## src/rtl/integ_dump_timer.sv

```systemverilog
// Integrate-and-dump epoch timer: programmable period with shadow load, one-sample slip,
// and realignment to an external sync edge. Define INTEG_DUMP_EPOCH_EN to build the epoch counter.
module integ_dump_timer #(
    parameter int CNT_W          = 14,
    parameter int DEFAULT_PERIOD = 1000,
    parameter int EPOCH_W        = 16
) (
    input  logic               clk_in,
    input  logic               rst,
    input  logic               en,
    input  logic [CNT_W-1:0]   period_i,
    input  logic               period_load,
    input  logic               slip,
    input  logic               sync_req,
    input  logic               sync_in,
    output logic               strobe_o,
    output logic [CNT_W-1:0]   count_o,
    output logic [EPOCH_W-1:0] epoch_o,
    output logic               armed_o,
    output logic               synced_o
);

    typedef enum logic [1:0] {IDLE, RUN, ARMED} state_t;

    state_t           state_q, state_d;
    logic [CNT_W-1:0] count_q, count_d;
    logic [CNT_W-1:0] period_q, period_d;
    logic [CNT_W-1:0] shadow_q, shadow_d;
    logic             pending_q, pending_d;
    logic             strobe_q, strobe_d;
    logic             armed_q, armed_d;
    logic             synced_q, synced_d;
    logic             slip_busy_q, slip_busy_d;
    logic             sync_prev_q, sync_prev_d;

    logic             load_ok, running, sync_edge, slip_take, wrap;
    logic             epoch_clr, epoch_inc;
    logic [CNT_W-1:0] last_idx;

    assign last_idx = period_q - CNT_W'(1);

    always_comb begin
        state_d     = state_q;
        count_d     = count_q;
        period_d    = period_q;
        shadow_d    = shadow_q;
        pending_d   = pending_q;
        strobe_d    = 1'b0;
        armed_d     = armed_q;
        synced_d    = synced_q;
        slip_busy_d = 1'b0;
        sync_prev_d = sync_in;
        epoch_clr   = 1'b0;
        epoch_inc   = 1'b0;

        load_ok   = period_load && (period_i != '0);
        running   = (state_q != IDLE);
        sync_edge = (state_q == ARMED) && sync_in && !sync_prev_q;
        // A slip already holding the count, or colliding with a realignment, is dropped.
        slip_take = running && en && slip && !slip_busy_q && !sync_edge;
        wrap      = running && (count_q >= last_idx) && !slip_take && !sync_edge;

        if (load_ok) begin
            if (state_q == IDLE) begin
                period_d  = period_i;
                pending_d = 1'b0;
            end else begin
                shadow_d  = period_i;
                pending_d = 1'b1;
            end
        end

        if (!en) begin
            state_d   = IDLE;
            count_d   = '0;
            armed_d   = 1'b0;
            synced_d  = 1'b0;
            epoch_clr = 1'b1;
        end else if (state_q == IDLE) begin
            state_d = RUN;
            count_d = '0;
        end else begin
            if (sync_edge || wrap) begin
                count_d   = '0;
                strobe_d  = 1'b1;
                // A load on the boundary edge itself governs the epoch that starts here.
                if (load_ok) begin
                    period_d = period_i;
                end else if (pending_q) begin
                    period_d = shadow_q;
                end
                pending_d = 1'b0;
            end else if (!slip_take) begin
                count_d = count_q + CNT_W'(1);
            end

            if (sync_edge) begin
                state_d   = RUN;
                armed_d   = 1'b0;
                synced_d  = 1'b1;
                epoch_clr = 1'b1;
            end else begin
                epoch_inc = wrap;
                if ((state_q == RUN) && sync_req) begin
                    state_d = ARMED;
                    armed_d = 1'b1;
                end
            end
            slip_busy_d = slip_take;
        end
    end

    always_ff @(posedge clk_in or posedge rst) begin
        if (rst) begin
            state_q     <= IDLE;
            count_q     <= '0;
            period_q    <= CNT_W'(DEFAULT_PERIOD);
            shadow_q    <= CNT_W'(DEFAULT_PERIOD);
            pending_q   <= 1'b0;
            strobe_q    <= 1'b0;
            armed_q     <= 1'b0;
            synced_q    <= 1'b0;
            slip_busy_q <= 1'b0;
            sync_prev_q <= 1'b0;
        end else begin
            state_q     <= state_d;
            count_q     <= count_d;
            period_q    <= period_d;
            shadow_q    <= shadow_d;
            pending_q   <= pending_d;
            strobe_q    <= strobe_d;
            armed_q     <= armed_d;
            synced_q    <= synced_d;
            slip_busy_q <= slip_busy_d;
            sync_prev_q <= sync_prev_d;
        end
    end

`ifdef INTEG_DUMP_EPOCH_EN
    logic [EPOCH_W-1:0] epoch_q, epoch_d;

    always_comb begin
        epoch_d = epoch_q;
        if (epoch_clr) begin
            epoch_d = '0;
        end else if (epoch_inc) begin
            epoch_d = epoch_q + EPOCH_W'(1);
        end
    end

    always_ff @(posedge clk_in or posedge rst) begin
        if (rst) begin
            epoch_q <= '0;
        end else begin
            epoch_q <= epoch_d;
        end
    end

    assign epoch_o = epoch_q;
`else
    logic unused_epoch_ctl;
    assign unused_epoch_ctl = epoch_clr ^ epoch_inc;
    assign epoch_o          = '0;
`endif

    assign strobe_o = strobe_q;
    assign count_o  = count_q;
    assign armed_o  = armed_q;
    assign synced_o = synced_q;

endmodule

```

## config.mk

```make
export PLATFORM = sky130hd
export DESIGN_NAME = integ_dump_timer
export DESIGN_NICKNAME = d
export VERILOG_FILES = /design/src/rtl/integ_dump_timer.sv
export SDC_FILE = /design/constraint.sdc
export NUM_CORES = 1
export LEC_CHECK = 0
export BUFFER_PORTS_ARGS = -buffer_cell sky130_fd_sc_hd__buf_2
export CAP_MARGIN = 20
export CORE_MARGIN = 4
export CORE_UTILIZATION = 25
export CTS_CLUSTER_DIAMETER = 200
export CTS_CLUSTER_SIZE = 12
export DETAILED_ROUTE_END_ITERATION = 10
export PLACE_DENSITY = 0.41
export SYNTH_ARGS = -nofsm -noshare
export SYNTH_HDL_FRONTEND = slang
export SYNTH_SLANG_ARGS = --single-unit
export TNS_END_PERCENT = 30
```

## constraint.sdc

```tcl
create_clock -name clk_in -period 3.05 [get_ports clk_in]
set_input_delay 0 -clock clk_in [delete_from_list [all_inputs] [get_ports clk_in]]
set_output_delay 0 -clock clk_in [all_outputs]
set_load 0.1 [all_outputs]
```

Yosys cells after proc, flatten, opt, wreduce, memory -nomap -nowiden

Index checks and enable logic that the tools add are counted.

Register bits after elaboration: 50
Latch bits: 0
RAM bits: 0
Bits in read-only memories: 0
Input port bits: 21
Logic and storage cells: 75
Memories kept: 0

$add $sub $neg: 2
Multipliers: 0
Divide/modulo/power cells: 0
Order comparisons: 1
Eq/ne operators: 7
Shifts and indexed selects: 0
Muxes and demuxes: 32
Bitwise gates (word level): 1
Reductions and logical operators: 22

Operators by type and width:

| cell                                                                    | number |
|---|---|
| 14-bit 2-to-1 mux                                                       | 11 |
| 1-bit 2-to-1 mux                                                        | 17 |
| 14-bit by 1-bit adder with 14-bit output, second input constant         | 1 |
| 14-bit greater-or-equal comparator                                      | 1 |
| 14-bit nonzero test                                                     | 1 |
| 14-bit by 1-bit subtractor with 14-bit output, second input constant    | 1 |
| 1-bit logical AND                                                       | 11 |
| 2-bit 2-to-1 mux                                                        | 4 |
| 2-bit AND reduction                                                     | 3 |
| 1-bit logical NOT                                                       | 4 |
| 4-bit by 1-bit inequality test with 1-bit output, second input constant | 1 |
| 4-bit by 2-bit inequality test with 1-bit output, second input constant | 1 |
| 3-bit by 1-bit inequality test with 1-bit output, second input constant | 1 |
| 2-bit by 1-bit equality test with 1-bit output, second input constant   | 1 |
| 2-bit equality test, second input constant                              | 1 |
| 2-bit logical NOT                                                       | 1 |
| 2-bit by 1-bit inequality test with 1-bit output, second input constant | 1 |
| 2-bit inequality test, second input constant                            | 1 |
| 2-bit nonzero test                                                      | 1 |
| 1-bit logical OR                                                        | 1 |
| 1-bit NOT                                                               | 1 |

Logic depth before layout (Yosys ltp)

Gate-level depths: netlist (run 1).

Word-level depth: 12
Depth in mapped cells: 14

Worst setup path after synthesis (run 1)

Ideal clock, no wire load.

Path kind: reg-to-reg
From: reg period_q[6]
To: reg period_q[10]
Setup time: 0.128 ns
Arrival: 2.889 ns
Slack: 0.033 ns
Stages on the path, launching flop included: 14
Path buffers: 2
Period minus slack after synthesis: 3.017 ns
Path through: dfstp_2 -> or4_4 -> or3_4 -> nor3_2 -> xnor2_1 -> ha_1 -> nand4_1 -> o21ai_0 -> a211o_1 -> o21ai_1 -> and2_1 -> clkbuf_2 -> buf_6 -> o22ai_1

Longest elaborated chain between the ends: 9

Ends and longest elaborated chain:

| what                                          | line | text |
|---|---|---|
| start: declaration                            | 27   | `logic [CNT_W-1:0] period_q, period_d;` |
| start signal: assignment                      | 117  | `period_q <= CNT_W'(DEFAULT_PERIOD);` |
| start signal: assignment                      | 128  | `period_q <= period_d;` |
| 14-bit by 1-bit subtractor with 14-bit output | 40   | `assign last_idx = period_q - CNT_W'(1);` |
| 14-bit greater-or-equal comparator            | 61   | `wrap = running && (count_q >= last_idx) && !slip_take && !sync_edge;` |
| 1-bit logical AND (3 in series)               | 61   |  |
| 1-bit logical OR                              | 83   | `if (sync_edge \|\| wrap) begin` |
| 14-bit 2-to-1 mux                             | 83   |  |
| 14-bit 2-to-1 mux                             | 79   | `end else if (state_q == IDLE) begin` |
| 14-bit 2-to-1 mux                             | 73   | `if (!en) begin` |
| net period_d[10]                              | 27   |  |

The timed path passes the listed nets, and every way through them passes these cells.
A chain may end at the register's enable or synchronous reset.

Worst setup path in the final report (run 1)

From: reg period_q[6]
To: reg period_q[0]

The elaborated chain is that of the path after synthesis.

==> impl_results.md, run 1 <==
- Number of synthesized flops with an enable pin: 0
- Yosys top cell area share: between 30% and 40%
- DR pass1 iterations: 4
- Yosys warning count: 0
- Root Driver: clkbuf_16
- Total CTS buffers: 5
- Sequential share of the synthesized area: roughly two fifths
- WP data required: around 3.2 ns
- Initial antenna violation count: 0
- Max VDD drop: approximately 0.00021 V
- Fin Hold WS: around 0.015 ns
- Final non-filler cell total: 515
- DRT iter0 DRCs: 84
- WP data arrival: 3.25 ns
- IO Pins: between 50 and 60
- Leading cell types by count after synthesis: 38 x dfrtp_1, 29 x nor2_1, 22 x a21oi_1
- PwrDens: around 500 nW/um^2
- Synth unique cells: 46
- Initial Utilization: between 20% and 30%
- Worst-Margin Slew: 0.722 ns
- TritonCTS clock tree: done
- Clock Skews: 0.00634 ns
- Routed WL: roughly 7400 um
- Fillers: between 1000 and 1500
- Flip-flop and latch count after synthesis: 50
- P&R area growth vs syn: 22.2%
- Gr usage total: between 10 and 15%
- Clk slew on worst S/H paths: around 0.070 ns
- Max FO, Critical Path: 16
- Slew HR: 51.8%
- H-tree depth: 2
- Fin util: ~31%
- Startpoint types: flop
- Final setup viols: 9
- Final Hold Fails: 0
- Global route overflow: 0
- Async SR Flop Fraction: 100%
- Vias/cell: about 4.7
- Max Cap Viol: 0
- Clk sink count: 50
- Reg-to-reg setup timing slack: -0.02 ns
- Die Span X: 119 um
- Fmax: approximately 330 MHz
- Vias in the first global route: 2367
- Placed cells: ~490
- Final Max Slew Viols: 0
- Diodes inserted: 0
- Worst skew pair latency: 0.29 ns
- Syn avg cell area: ~10 um^2
- Final net count: approximately 400
- Post-Syn Instances: 308
- Min Tclk post-route: roughly 3 ns
- WL/cell: approximately 14 um
- CTS max path bufs: 2
- Die span in y: 119 um
- Core footprint: 12000 um^2
- Largest net degree at the start of global routing: 33
- Vias: ~2400
- Critical path class: reg2reg
- Row Count: 40
- Most common cell in the netlist: dfrtp_1
- DRC: 0
- Die ar.: between 10000 and 15000 um^2
- Unrepaired setup endpoints after global routing: true
- LEAKAGE: between 0.0015 and 0.002 uW
- Detailed placement HPWL: between 5000 and 6000 um
- Fin crit share: 101%
- CP endpoint kind: flop
- First-pass GRT wire length: around 12000 um
- IO buf count: 37
- Run status: finished, violations left
- Tightest Hold Check Type: in2reg
- Cell type with the largest total area after synthesis: dfrtp_1
- Post-synthesis cell area: 3070 um^2
- Synth top area cells: dfrtp_1 31%, dfstp_2 10%, ha_1 6.5%
- GP Congestion: between 0.7 and 0.8
- Failing checks: negative setup slack
- Proportion of layout cells with a drive suffix above 1: ~27%
- Ys flop type: dfrtp_1
- Final worst slack: -0.0244 ns
- Antenna Nets Post-Route: 0
## state kept, by name, summed over array words and instances, names as in the netlist, 2 cells and up
signal,cells
state_q,2
shadow_q,14
count_o,14
period_q,14
## power breakdown
part	total, uW	internal [uW]	leakage, uW	switching [uW]
combinational	483	193	0.00107	290
clock	571	309	0.0000704	262
sequential	829	764	0.000612	64.5
## repair_timing
action | 4_1_cts | 5_1_grt
setup endpoints to repair | 10 | 30
pin swaps | 0 | 7
hold endpoints to repair | 37 | 0
setup buffers | 0 | 1
hold buffers | 12 | 0
gates cloned | 0 | 1
resized for setup | 3 | 11
## cells by family (layout without fill, tap and decap cells)
group	after synthesis	count (layout)	synth area share, %
AO/OA/AOI/OAI	53	53	10.6
buffers and inverters	34	79	6.89
flip-flops	50	50	41.3
other	1	16	0.122
AND/OR/NAND/NOR	101	101	17.7
XOR/XNOR	24	24	6.85
adder cells (fa/ha/maj)	16	16	6.53
multiplexers	29	29	10.0
## cell type report
cell class                 count  area, um^2  area share, %
multi-input combinational    239        1690           45.0
tap                          147         184           4.90
clock inverter                 3        25.0          0.667
sequential                    50        1270           33.8
timing repair buffer          63         430           11.5
clock buffer                   5         125           3.34
inverter                       8        30.0          0.801
## cell usage in the layout, fill, tap and decap left out, types with 4 or more instances in the layout
cell type / count
nor3_1: 4
nor4_1: 4
buf_2: 37
o21ai_0: 5
mux2_2: 14
xnor2_1: 9
inv_1: 7
dfrtp_1: 38
and3_1: 16
ha_1: 16
a21oi_1: 20
dfstp_2: 12
nand3_1: 5
buf_4: 11
conb_1: 16
mux2i_1: 15
nand4_1: 9
xor2_1: 15
dlygate4sd3_1: 12
nor2_1: 29
o22ai_1: 13
nand2_1: 12
clkbuf_16: 5
## per-stage QoR
step	TNS, ns	cell area, um^2	setup slack (ns)	total power [uW]
3_3_place_gp	0	3410	0.00680	1300
3_5_place_dp	-0.0900	3410	-0.0189	1310
2_1_floorplan	0	3120	0.0332	1200
5_1_grt	-3.78	3750	-0.165	2000
4_1_cts	-0.00173	3690	-0.00173	1910
6_report	-0.185	3750	-0.0244	1880
## metal layers
metal | up-vias | routed length, um | track usage, %
met5 | - | 0 | 0
met1 | 1137 | 3830 | 15.2
met4 | 0 | 84 | 2.82
met3 | 8 | 265 | 2.39
li1 | 1198 | - | -
met2 | 55 | 3260 | 16.7
## final timing paths
check,startpoint,to,depth (start not counted)
worst max register to register,period_q[6]$_DFF_PP1_,period_q[0]$_DFF_PP0_,12
min in group asynchronous,rst,shadow_q[4]$_DFFE_PP0P_,3
worst min register to register,synced_o$_DFFE_PP0P_,synced_o$_DFFE_PP0P_,2
worst max-delay path,period_q[6]$_DFF_PP1_,period_q[0]$_DFF_PP0_,12
worst min-delay path,period_i[2],shadow_q[2]$_DFFE_PP0P_,2
max in group asynchronous,rst,period_q[5]$_DFF_PP1_,4
## critical path, cell delays in order (launching register included)
cell and delay, ns:
dfstp_2 0.37, or4_4 0.52, or3_4 0.34, nor3_2 0.13
xnor2_1 0.10, ha_1 0.34, nand4_1 0.16, o21ai_1 0.10
a211o_1 0.32, o21ai_2 0.17, and2_4 0.18, buf_12 0.14
o22ai_1 0.09
(Power assumes the default switching activity.)
==> inputs of run 2 (changes only) <==
- ABC_AREA: unset -> 1
- PLACE_DENSITY: 0.41 -> unset
==> impl_results.md, run 2 <==
- Run status: complete, no violations
- Antenna Nets Post-Route: 0
- Post-synthesis cell area: 3310 um^2
- Vias in the first global route: 2661
- Tightest Hold Check Type: in2reg
- Final setup viols: 0
- Commonest non-fill, non-tap cell in the layout: nand2_1
- CP Cell Sequence: inv_2, ha_4, inv_2, nor2_2, inv_2, nor3_4, nand4_1, xor2_1, inv_1, ha_4, nand2_2, nor2_2, nand2_1, nor2_1, nand2_1, nand3_2, nand2_4, a21oi_4, buf_12, buf_12, a21oi_2
- Diodes inserted: 0
- Core footprint: ~13000 um^2
- Final non-filler cell total: 681
- Routed WL: 7920 um
- Most used cell, CP: inv_2
- Yosys warning count: 0
- WP data arrival: roughly 3.1 ns
- Fillers: about 1300
- Flip-flop and latch count after synthesis: 50
- WL/cell: approximately 12 um
- Max Cap Viol: 0
- First-pass GRT wire length: between 10000 and 15000 um
- Leading cell types by count after synthesis: 127 x nand2_1, 56 x inv_1, 38 x dfrtp_1
- Number of synthesized flops with an enable pin: 0
- Vias/cell: around 4.2
- Vias: just under 3000
- Final worst slack: 0.162 ns
- WP data required: 3.22 ns
- IO buf count: 37
- Largest net degree at the start of global routing: 51
- Fin crit share: a little over nine tenths
- DR pass1 iterations: 4
- Die ar.: roughly 15000 um^2
- Max VDD drop: between 0.0002 and 0.00025 V
- Worst-Margin Slew: 0.683 ns
- Final Max Slew Viols: 0
- Clk slew on worst S/H paths: around 0.07 ns
- Multi-input gate area: roughly 1800 um^2
- Cell type with the largest total area after synthesis: dfrtp_1
- Worst skew pair latency: 0.30 ns
- PwrDens: approximately 480 nW/um^2
- Die span in y: ~120 um
- Depth of the most critical reg-to-reg path: 21
- Worst Hold Depth: 3
- CP endpoint kind: flop
- Synth top area cells: dfrtp_1 29%, nand2_1 14%, dfstp_2 9.5%
- P&R area growth vs syn: 25.4%
- DRC: 0
- Min Tclk post-route: ~2.9 ns
- DRT iter0 DRCs: 221
- Clk sink count: 50
- Crit path largest cell delay: approximately 0.4 ns
- Fmax: about 350 MHz
- Critical path class: reg2reg
- IO Pins: between 50 and 60
- Sequential share of the synthesized area: around two fifths
- Most frequent cells in the layout: 118 x nand2_1, 51 x inv_1, 37 x dfrtp_1, 37 x buf_2, 33 x nand3_1
- Initial antenna violation count: 0
- GP Congestion: roughly 0.8
- Ys flop type: dfrtp_1
- Startpoint types: flop
- Die Span X: ~120 um
- Fin Hold WS: between 0.001 and 0.0015 ns
- Post-Syn Instances: between 400 and 500
- Placed cells: between 600 and 700
- Total CTS buffers: 5
- Gr usage total: between 10% and 20%
- Max FO, Critical Path: 8
- FF+latch area: ~1300 um^2
- H-tree depth: 2
- TritonCTS clock tree: done
- Final Hold Fails: 0
- LEAKAGE: just over 0.002 uW
- Initial Utilization: around a quarter
- Syn avg cell area: around 7.4 um^2
- Most common cell in the netlist: nand2_1
- Yosys top cell area share: approximately 29%
- Final net count: around 550
- Detailed placement HPWL: 5690 um
- Async SR Flop Fraction: 100%
- Proportion of layout cells with a drive suffix above 1: 22.6%
- CP max-delay cell: dfrtp_1
- CTS max path bufs: 2
- Row Count: 41
- Setup WS pre-CTS: ~0.058 ns
- Synth unique cells: 31
- Slew HR: between 50% and 60%
- Total power: approximately 2000 uW
- Clock Skews: 0.00720 ns
- Root Driver: clkbuf_16
- Global route overflow: 0
run 2: cell count changes after synthesis, sizes merged, moves of 6 or more:
cell   delta
xor2      +6
o22ai    -13
xnor2     -8
nand2   +119
o21ai    +29
and3     -15
mux2i    -15
nor2      +7
mux2     -14
inv      +52
a21oi    -12
nand3    +29
run 2: cell type report:
cell class                      count  area share (%)
Timing Repair Buffer               67            11.8
Multi-Input combinational cell    324            43.2
Clock buffer                        6            3.35
Tap cell                          172            5.19
Inverter                           60            5.49
Clock inverter                      2           0.392
Sequential cell                    50            30.6
run 2: repair_timing:
action                                  4_1_cts  5_1_grt
endpoints found under the hold margin        11       18
hold buffers                                 11        1
endpoints found under the setup margin        0       29
setup buffers                                 0       10
resized for setup                             0       34
run 2: routing by layer:
| layer | vias up | global-route usage [%] | wire (um) |
|---|---|---|---|
| met5 | - | 0 | 0 |
| met4 | 0 | 2.91 | 109 |
| met3 | 7 | 2.06 | 424 |
| met2 | 70 | 16.3 | 3570 |
| met1 | 1310 | 14.7 | 3810 |
| li1 | 1498 | - | - |
run 2: worst paths after layout:
path	slack, ns	end	from
min in group asynchronous	0.25	count_o[7]$_DFFE_PP0P_	rst
setup / recovery	0.16	pending_q$_DFF_PP0_	period_q[1]$_DFF_PP0_
max in group asynchronous	2.20	period_q[3]$_DFF_PP1_	rst
setup reg to reg	0.16	pending_q$_DFF_PP0_	period_q[1]$_DFF_PP0_
hold reg to reg	0.47	shadow_q[5]$_DFFE_PP1P_	shadow_q[5]$_DFFE_PP1P_
hold / removal	0.001	shadow_q[12]$_DFFE_PP0P_	period_i[12]
run 2: metrics by stage:
step / utilization, % / TNS [ns] / instance area (um^2)
2_1_floorplan: - / 0 / 3360
3_3_place_gp: 28.4 / 0 / 3630
3_5_place_dp: 28.4 / 0 / 3630
4_1_cts: 30.5 / 0 / 3900
5_1_grt: 32.5 / -0.766 / 4150
6_report: 32.5 / 0 / 4150
run 2: where the power goes:
part	switching [uW]	leakage [uW]	internal [uW]
registers	61.0	0.000622	758
clock network	273	0.0000735	330
logic	376	0.00138	181
total	710	0.00208	1270
run 2: worst max-delay path, delay by kind of cell (launching register included):
kind            cells  cell delay (ns)
fa+ha+maj           2             0.41
simple gates       10             1.02
buf+inv             6             0.55
compound gates      2             0.21
flops               1             0.39
xor+xnor            1             0.16
run 2: cell families (layout without fill, tap and decap cells):
family / count (synthesis) / after routing / synth area share [%]
simple gates: 221 / 222 / 29.2
buf+inv: 89 / 135 / 12.9
flops: 50 / 50 / 38.3
compound gates: 48 / 48 / 7.68
xor+xnor: 22 / 22 / 5.83
fa+ha+maj: 16 / 16 / 6.05
other cells: 1 / 16 / 0.113
==> inputs of run 3 (changes only) <==
- CTS_BUF_LIST: unset -> sky130_fd_sc_hd__clkbuf_4
==> impl_results.md, run 3 (synthesized netlist as in run 2, its figures left out) <==
- Core footprint: approximately 13000 um^2
- CP Cell Sequence: inv_2, ha_4, inv_2, nor2_4, inv_2, nor3_4, nand4_1, xor2_1, inv_1, ha_4, nand2_2, nor2_2, nand2_1, nor2_1, nand2_1, nand3_2, nand2_4, a21oi_4, clkbuf_16, a21oi_2
- P&R area growth vs syn: 24.2%
- WP data arrival: 3.13 ns
- Buf+Inv Stages, Crit Path: 5
- Initial Utilization: between 20% and 30%
- WP data required: 3.33 ns
- Die span in y: 123 um
- Most used cell, CP: inv_2
- IO Pins: between 50 and 60
- Clk slew on worst S/H paths: approximately 0.15 ns
- Share of power burned in combinational logic: 33.1%
- Sw Ratio: about two fifths
- Routed WL: roughly 8000 um
- Row Count: between 40 and 50
- Fmax: between 300 and 400 MHz
- Max Cap Viol: 0
- LEAKAGE: between 0.002 and 0.0025 uW
- First-pass GRT wire length: roughly 13000 um
- CP top delay family: simple AND/OR/NAND/NOR gates
- Switch Pwr: between 600 and 700 uW
- DR pass1 iterations: 4
- CTS max path bufs: 2
- Sequential power share: 47.7%
- Final Max Slew Viols: 0
- Clock Skews: approximately 0.016 ns
- H-tree depth: 2
- Most frequent cells in the layout: 118 x nand2_1, 51 x inv_1, 37 x dfrtp_1, 37 x buf_2, 33 x nand3_1
- Die Span X: approximately 120 um
- Commonest non-fill, non-tap cell in the layout: nand2_1
- Slew HR: 53.7%
- Vias/cell: approximately 4.2
- Int Power: between 1000 and 1500 uW
- Fillers: roughly 1300
- Min Tclk post-route: approximately 2.9 ns
- Worst skew pair latency: 0.39 ns
- CP endpoint kind: flop
- PwrDens: roughly 420 nW/um^2
- Fin Setup TNS: 0 ns
- DRC: 0
- Crit path largest cell delay: roughly 0.42 ns
- Unrepaired setup endpoints after global routing: false
- Clk sink count: 50
- Final setup viols: 0
- Critical path class: reg2reg
- Startpoint types: flop
- Root Driver: clkbuf_4
- Run status: complete, no violations
- Final net count: 551
- Die ar.: between 15000 and 20000 um^2
- Tightest Hold Check Type: in2reg
- Max FO, Critical Path: 8
- Clk network pwr share: between 10% and 20%
- Vias in the first global route: around 2700
- WL/cell: between 10 and 15 um
- Final non-filler cell total: ~690
- GP Congestion: between 0.8 and 0.9
- CP max-delay cell: dfrtp_1
- Worst-Margin Slew: 0.692 ns
- Antenna Nets Post-Route: 0
- DRT iter0 DRCs: 206
- Global route overflow: 0
- Final Hold Fails: 0
- Proportion of layout cells with a drive suffix above 1: between 20% and 30%
- Total CTS buffers: 5
- Largest net degree at the start of global routing: 51
- Vias: 2886
- Fin crit share: around 93%
- Max VDD drop: about 0.00016 V
- Gr usage total: between 10% and 20%
- TritonCTS clock tree: done
- Placed cells: around 650
- Initial antenna violation count: 0
- Detailed placement HPWL: ~5700 um
- Diodes inserted: 0
- IO buf count: 37
run 3: layout make-up:
type / instances / area, um^2 / area share, %
Inverter: 60 / 228 / 5.54
Tap cell: 172 / 215 / 5.24
Clock inverter: 3 / 20.0 / 0.487
Clock buffer: 5 / 37.5 / 0.914
Multi-Input combinational cell: 324 / 1790 / 43.7
Sequential cell: 50 / 1270 / 30.9
Timing Repair Buffer: 73 / 546 / 13.3
run 3: worst register-to-register path, delay by kind of cell (launching register included):
| family | cells | cell delay, ns |
|---|---|---|
| and+or+nand+nor | 10 | 0.97 |
| buffers and inverters | 5 | 0.50 |
| adders and majority gates | 2 | 0.42 |
| DFF | 1 | 0.42 |
| AOI/OAI and AO/OA | 2 | 0.28 |
| xor gates and xnor gates | 1 | 0.16 |
run 3: routing by layer:
metal	up-vias	GRT usage [%]	share of wire (%)	routed length, um
met5	-	0	0	0
met4	0	2.28	0.94	74
met3	7	2.01	6.1	480
met2	74	16.2	45	3580
met1	1301	14.7	48	3760
li1	1504	-	-	-
run 3: final timing paths:
path | startpoint | to | slack, ns | cells past startpoint
min | slip | count_o[0]$_DFFE_PP0P_ | 0.1 | 5
max reg2reg | period_q[1]$_DFF_PP0_ | pending_q$_DFF_PP0_ | 0.20 | 20
max in group asynchronous | rst | period_q[3]$_DFF_PP1_ | 2.33 | 4
min reg2reg | shadow_q[5]$_DFFE_PP1P_ | shadow_q[5]$_DFFE_PP1P_ | 0.48 | 2
min in group asynchronous | rst | shadow_q[12]$_DFFE_PP0P_ | 0.13 | 3
max | period_q[1]$_DFF_PP0_ | pending_q$_DFF_PP0_ | 0.20 | 20
run 3: power by group through the flow:
| stage | Combinational [uW] | Sequential [uW] | Clock (uW) |
|---|---|---|---|
| 2_1_floorplan | 399 | 827 | 0 |
| 3_3_place_gp | 483 | 821 | 0 |
| 3_5_place_dp | 493 | 824 | 0 |
| 4_1_cts | 515 | 812 | 343 |
| 5_1_grt | 642 | 829 | 364 |
| 6_report | 568 | 819 | 331 |
run 3: what timing repair did:
item	CTS	global route
hold buffers	19	0
setup endpoints to repair	0	30
setup buffers	0	8
resized for setup	0	31
hold endpoints to repair	71	0
run 3: through the flow:
| stage | setup WS, ns | util [%] | hold WS (ns) | total power [uW] | cell area, um^2 |
|---|---|---|---|---|---|
| floorplan | 0.356 | - | 0.0314 | 1230 | 3360 |
| global placement | 0.130 | 28.4 | 0.171 | 1300 | 3630 |
| detailed placement | 0.0577 | 28.4 | 0.174 | 1320 | 3630 |
| CTS | 0.0311 | 30.4 | 0.0989 | 1670 | 3880 |
| global route | 0.00259 | 32.2 | 0.132 | 1840 | 4110 |
| finish | 0.200 | 32.2 | 0.0986 | 1720 | 4110 |
